File: src/rtl/rp_disk_addr_ctr.sv
// rp_disk_addr_ctr: RPxx sector/track/cylinder address registers with carry increment, eop/iae flags and shift-add LBA conversion
module rp_disk_addr_ctr #(
   parameter int DATA_W = 36,
   parameter int SA_W   = 6,
   parameter int TA_W   = 6,
   parameter int TA_OFS = 8,
   parameter int CA_W   = 10,
   parameter int LBA_W  = 24
) (
   input  logic              clk,
   input  logic              rst,
   input  logic              clr,
   input  logic [DATA_W-1:0] data_in,
   input  logic              da_write,
   input  logic              dc_write,
   input  logic [SA_W-1:0]   last_sector,
   input  logic [TA_W-1:0]   last_track,
   input  logic [CA_W-1:0]   last_cyl,
   input  logic              inc_sector,
   input  logic              lba_start,
   output logic [15:0]       da,
   output logic [15:0]       dc,
   output logic              iae,
   output logic              eop,
   output logic              lba_busy,
   output logic              lba_done,
   output logic [LBA_W-1:0]  lba
);
   localparam int MW = TA_W > SA_W ? TA_W : SA_W;
   localparam int CW = MW > 1 ? $clog2(MW) : 1;
   typedef enum logic [1:0] {IDLE, MUL_T, MUL_S, DONE} lbaStateT;
   lbaStateT state, stateNext;
   logic [SA_W-1:0] sector, secSnap, spSh;
   logic [TA_W-1:0] track, trkSnap, tpSh;
   logic [CA_W-1:0] cyl;
   logic [TA_W:0] tp1;
   logic [SA_W:0] sp1;
   logic [LBA_W-1:0] acc, mcand, accNext, sumT, sumS;
   logic [CW-1:0] cnt;
   logic spTop, lastCnt, mulBit, secWrap, trkWrap, cylWrap;
   // address views, geometry compare and the shift-add step
   always_comb begin
      da = '0;
      da[SA_W-1:0] = sector;
      da[TA_OFS +: TA_W] = track;
      dc = '0;
      dc[CA_W-1:0] = cyl;
      iae = (sector > last_sector) || (track > last_track) || (cyl > last_cyl);
      secWrap = sector == last_sector;
      trkWrap = track == last_track;
      cylWrap = cyl == last_cyl;
      tp1 = {1'b0, last_track} + (TA_W+1)'(1);
      sp1 = {1'b0, last_sector} + (SA_W+1)'(1);
      lastCnt = cnt == '0;
      mulBit = state == MUL_T ? tpSh[TA_W-1] : spSh[SA_W-1];
      accNext = (acc << 1) + (mulBit ? mcand : '0);
      sumT = accNext + LBA_W'(trkSnap);
      sumS = accNext + LBA_W'(secSnap);
   end
   // address registers: clear, field loads, then the sector->track->cylinder carry chain
   always_ff @(posedge clk or posedge rst) begin
      if (rst) begin
         sector <= '0;
         track <= '0;
         cyl <= '0;
         eop <= 1'b0;
      end else if (clr) begin
         sector <= '0;
         track <= '0;
         cyl <= '0;
         eop <= 1'b0;
      end else if (da_write || dc_write) begin
         if (da_write) begin
            sector <= data_in[SA_W-1:0];
            track <= data_in[TA_OFS +: TA_W];
         end
         if (dc_write) begin
            cyl <= data_in[CA_W-1:0];
            eop <= 1'b0;
         end
      end else if (inc_sector && !iae) begin
         sector <= secWrap ? '0 : sector + SA_W'(1);
         if (secWrap) track <= trkWrap ? '0 : track + TA_W'(1);
         if (secWrap && trkWrap) cyl <= cylWrap ? '0 : cyl + CA_W'(1);
         if (secWrap && trkWrap && cylWrap) eop <= 1'b1;
      end
   end
   // LBA FSM state register
   always_ff @(posedge clk or posedge rst) begin
      if (rst) state <= IDLE;
      else state <= stateNext;
   end
   // LBA FSM next state and status outputs
   always_comb begin
      stateNext = state;
      lba_busy = state == MUL_T || state == MUL_S;
      lba_done = state == DONE;
      if (clr) stateNext = IDLE;
      else if (state == IDLE) stateNext = lba_start ? MUL_T : IDLE;
      else if (state == MUL_T) stateNext = lastCnt ? MUL_S : MUL_T;
      else if (state == MUL_S) stateNext = lastCnt ? DONE : MUL_S;
      else stateNext = IDLE;
   end
   // LBA datapath: snapshot, MSB-first shift-add over (last+1) with its top bit preloaded
   always_ff @(posedge clk or posedge rst) begin
      if (rst) begin
         acc <= '0;
         mcand <= '0;
         tpSh <= '0;
         spSh <= '0;
         spTop <= 1'b0;
         trkSnap <= '0;
         secSnap <= '0;
         cnt <= '0;
         lba <= '0;
      end else if (!clr) begin
         if (state == IDLE && lba_start) begin
            mcand <= LBA_W'(cyl);
            acc <= tp1[TA_W] ? LBA_W'(cyl) : '0;
            tpSh <= tp1[TA_W-1:0];
            spSh <= sp1[SA_W-1:0];
            spTop <= sp1[SA_W];
            trkSnap <= track;
            secSnap <= sector;
            cnt <= CW'(TA_W - 1);
         end else if (state == MUL_T) begin
            tpSh <= tpSh << 1;
            mcand <= lastCnt ? sumT : mcand;
            acc <= lastCnt ? (spTop ? sumT : '0) : accNext;
            cnt <= lastCnt ? CW'(SA_W - 1) : cnt - CW'(1);
         end else if (state == MUL_S) begin
            spSh <= spSh << 1;
            acc <= accNext;
            cnt <= cnt - CW'(1);
            if (lastCnt) lba <= sumS;
         end
      end
   end
endmodule
File: config.mk
export PLATFORM = sky130hd
export DESIGN_NAME = rp_disk_addr_ctr
export DESIGN_NICKNAME = d
export VERILOG_FILES = /design/src/rtl/rp_disk_addr_ctr.sv
export SDC_FILE = /design/constraint.sdc
export NUM_CORES = 1
export LEC_CHECK = 0
export BUFFER_PORTS_ARGS = -buffer_cell sky130_fd_sc_hd__buf_2
export CAP_MARGIN = 20
export CORE_ASPECT_RATIO = 1.5
export CORE_MARGIN = 2
export CORE_UTILIZATION = 50
export DETAILED_ROUTE_END_ITERATION = 8
export PLACE_DENSITY_LB_ADDON = 0.3
export SLEW_MARGIN = 25
export SYNTH_ARGS = -nofsm -noshare
export SYNTH_HDL_FRONTEND = slang
export SYNTH_SLANG_ARGS = --single-unit
File: constraint.sdc
create_clock -name clk -period 5.7 [get_ports clk]
set_clock_uncertainty 0.1 [all_clocks]
set_input_delay 0.855 -clock clk [delete_from_list [all_inputs] [get_ports clk]]
set_output_delay 0.855 -clock clk [all_outputs]
set_load 0.03 [all_outputs]
==> impl_metrics.json <==
{
  "clock-sinks": 124,
  "rsz0062_at_grt": "false",
  "crit_type": "reg2reg",
  "core_area_mm2": 0.01839,
  "drt_wl_total_um": 25360,
  "status": "complete, no violations",
  "synth_most_common_cell": "nand2_1",
  "areaGrowthSynthToFinish_pct": 13.61,
  "drt_iter0_markers": 477,
  "cts_buffer_depth": 2,
  "cts_tree": "yes",
  "dp_hpwl_um": 18800,
  "cts_root_buf": "clkbuf_16",
  "drc": 0,
  "fp.dieH_um": 170.7,
  "initial_core_util_pct": 50.38,
  "ys_types": 87,
  "cp_data_required_time_ps": 5880,
  "crit_path_top_delay_cell": "nor4b_4",
  "antenna_cells": 0,
  "cts_hold_buf": 0,
  "synth.avg_cell_area_um2": 8.637,
  "slowest_delay_ps": 470,
  "dr_total_vias": 8283,
  "fin_crit_sh_pct": 85.87,
  "finalSetupTns_ps": 0,
  "min_path_type": "reg2reg",
  "fmax_mhz": 204.3,
  "syn_area_mm2": 0.009268,
  "pre_cts_ws_ps": 868.0,
  "clk_latency_ps": 430,
  "cap_violations": 0,
  "drt-wirelength-per-cell_um": 17.84,
  "postCtsSetupBuffers": 0,
  "synth_common_cells": "nand2_1, dfrtp_1, o21ai_0, nor2_1, ha_1",
  "track_usage_pct": 26.77,
  "report.final.hold_viol_count": 0,
  "drive_above_1_share_pct": 16.94,
  "antenna_found_initial": 0,
  "synthFlopType": "dfrtp_1",
  "maxSlewHeadroom_pct": 34.78,
  "grt_pass1_wl_um": 40850,
  "setup_viol": 0,
  "drtAntennaViolNets": 0,
  "dieArea_mm2": 0.01966,
  "yosysSeqAreaShare_pct": 33.48,
  "dr.pass1.iters": 5,
  "synth_seq_cells": 124,
  "cts_made_buffers": 17,
  "ctsResizeCount": 0,
  "critPathArrivalTime_ps": 5080,
  "critPathMaxFanout": 12,
  "leakage_nw": 4.844,
  "synth_edf_count": 0,
  "yosys_warnings": 0,
  "end_kind": "register",
  "die_w_um": 115.2,
  "crit_chain": "inv_1, ha_1, mux2i_2, buf_4, nand2b_1, inv_1, ha_1, a211oi_1, o211ai_2, a31o_4, a41oi_1, xor2_2, nor4b_4, nand2b_2, nor4_1, xor2_1, o21ai_1",
  "start_kind": "register",
  "power_density_mw_per_mm2": 351.9,
  "io_buffers": 92,
  "synth_top_area_cell": "dfrtp_1",
  "grt_pass1_vias": 8219,
  "vdd_drop_max_mv": 0.1838,
  "globalRoute.totalOverflow": 0,
  "cts_htree_levels": 4,
  "pin_count": 125,
  "synthTopCellsByArea": "dfrtp_1, ha_1, o21ai_0",
  "grt_max_degree": 73,
  "fin_ws_ps": 805.2,
  "finalWeightedCongestion": 0.9557,
  "rows": 61,
  "synthCells": 1073,
  "viasPerCell": 5.829,
  "tightest_slew_ps": 971.2,
  "async_flop_share_pct": 100.0,
  "clk_pin_slew_ps": 60,
  "post-route-min-period_ps": 4895,
  "drv_slew": 0,
  "synthDominantCellAreaShare_pct": 33.48,
  "fin_nets": 1291
}
## layout by cell type, fill, tap and decap left out, types with 19 or more instances in the layout
master and n:
nor2b_1 32, nand2_1 138, nand3_1 22, nor2_1 92, ha_1 67, o21ai_0 105, buf_2 92, inv_1 46
xnor2_1 43, dfrtp_1 124, a21oi_1 60, mux2_2 19, xor2_1 24
## report_power, final
group	leakage (nW)	total, mW	internal [mW]	switching (mW)
combinational	2.90	1.45	0.554	0.900
clock	0.301	1.14	0.715	0.428
sequential	1.64	1.11	1.00	0.105
total	4.84	3.71	2.27	1.43
## per-layer routing
layer,GRT usage [%],wire (µm),share of wire [%],vias up
met5,0,0,0,-
met4,18.91,1765,7.0,0
met3,4.392,938,3.7,99
met2,47.54,13250,52,261
met1,28.34,9401,37,3950
li1,-,-,-,3973
## registers in the layout, indices dropped and copies added (netlist names)
signal	cells
acc	23
state	2
track	6
cnt	3
secSnap	6
lba	24
sector	6
spTop	1
tpSh	6
eop	1
spSh	6
cyl	10
mcand	24
trkSnap	6
## final cells by class
class                   instances  area, µm²
flip-flops and latches        124       3103
clock inverters                12      160.2
well taps                     252      315.3
clock buffers                  20      456.7
fillers                      1729       7865
inverters                      48      182.7
multi-input cells             859       5742
repair buffers                106      569.3
## worst max-delay path: cells and delay by family (launching register included)
kind | cells | cell delay [ps]
buffers and inverters | 3 | 400
muxes | 1 | 370
adders and majority gates | 2 | 520
AOI/OAI and AO/OA | 5 | 1270
and+or+nand+nor | 4 | 1160
DFF | 1 | 400
xor gates and xnor gates | 2 | 530
## stage by stage
stage	utilization, %	hold WS, ps	std cells	total power [mW]	area, µm²
finish	57.24	368.0	1421	3.705	10530
global route	57.24	398.3	1421	3.907	10530
CTS	57.20	372.2	1421	3.711	10520
detailed placement	53.85	363.3	1389	2.553	9905
global placement	53.85	354.7	1389	2.528	9905
floorplan	-	339.6	1082	2.154	9301
## worst paths after layout
kind                                         start  depth (start not counted)  slack [ps]             endpoint
max in group asynchronous                      rst                          3        4500  acc[12]$_DFFE_PP0P_
worst min-delay path            cnt[0]$_DFFE_PP0P_                          1         370   cnt[0]$_DFFE_PP0P_
min in group asynchronous                      rst                          3         480   lba[4]$_DFFE_PP0P_
worst min register to register  cnt[0]$_DFFE_PP0P_                          1         370   cnt[0]$_DFFE_PP0P_
worst max register to register  state[1]$_DFF_PP0_                         17         810  lba[23]$_DFFE_PP0P_
worst max-delay path            state[1]$_DFF_PP0_                         17         810  lba[23]$_DFFE_PP0P_
## kinds of logic after synthesis
family | count (synthesis) | synth area share (%)
muxes | 26 | 3.065
other | 1 | 0.04046
xor gates and xnor gates | 75 | 7.857
and+or+nand+nor | 376 | 20.12
DFF | 124 | 33.48
AOI/OAI and AO/OA | 302 | 20.74
buffers and inverters | 99 | 5.009
adders and majority gates | 70 | 9.694
(Power assumes the default switching activity.)
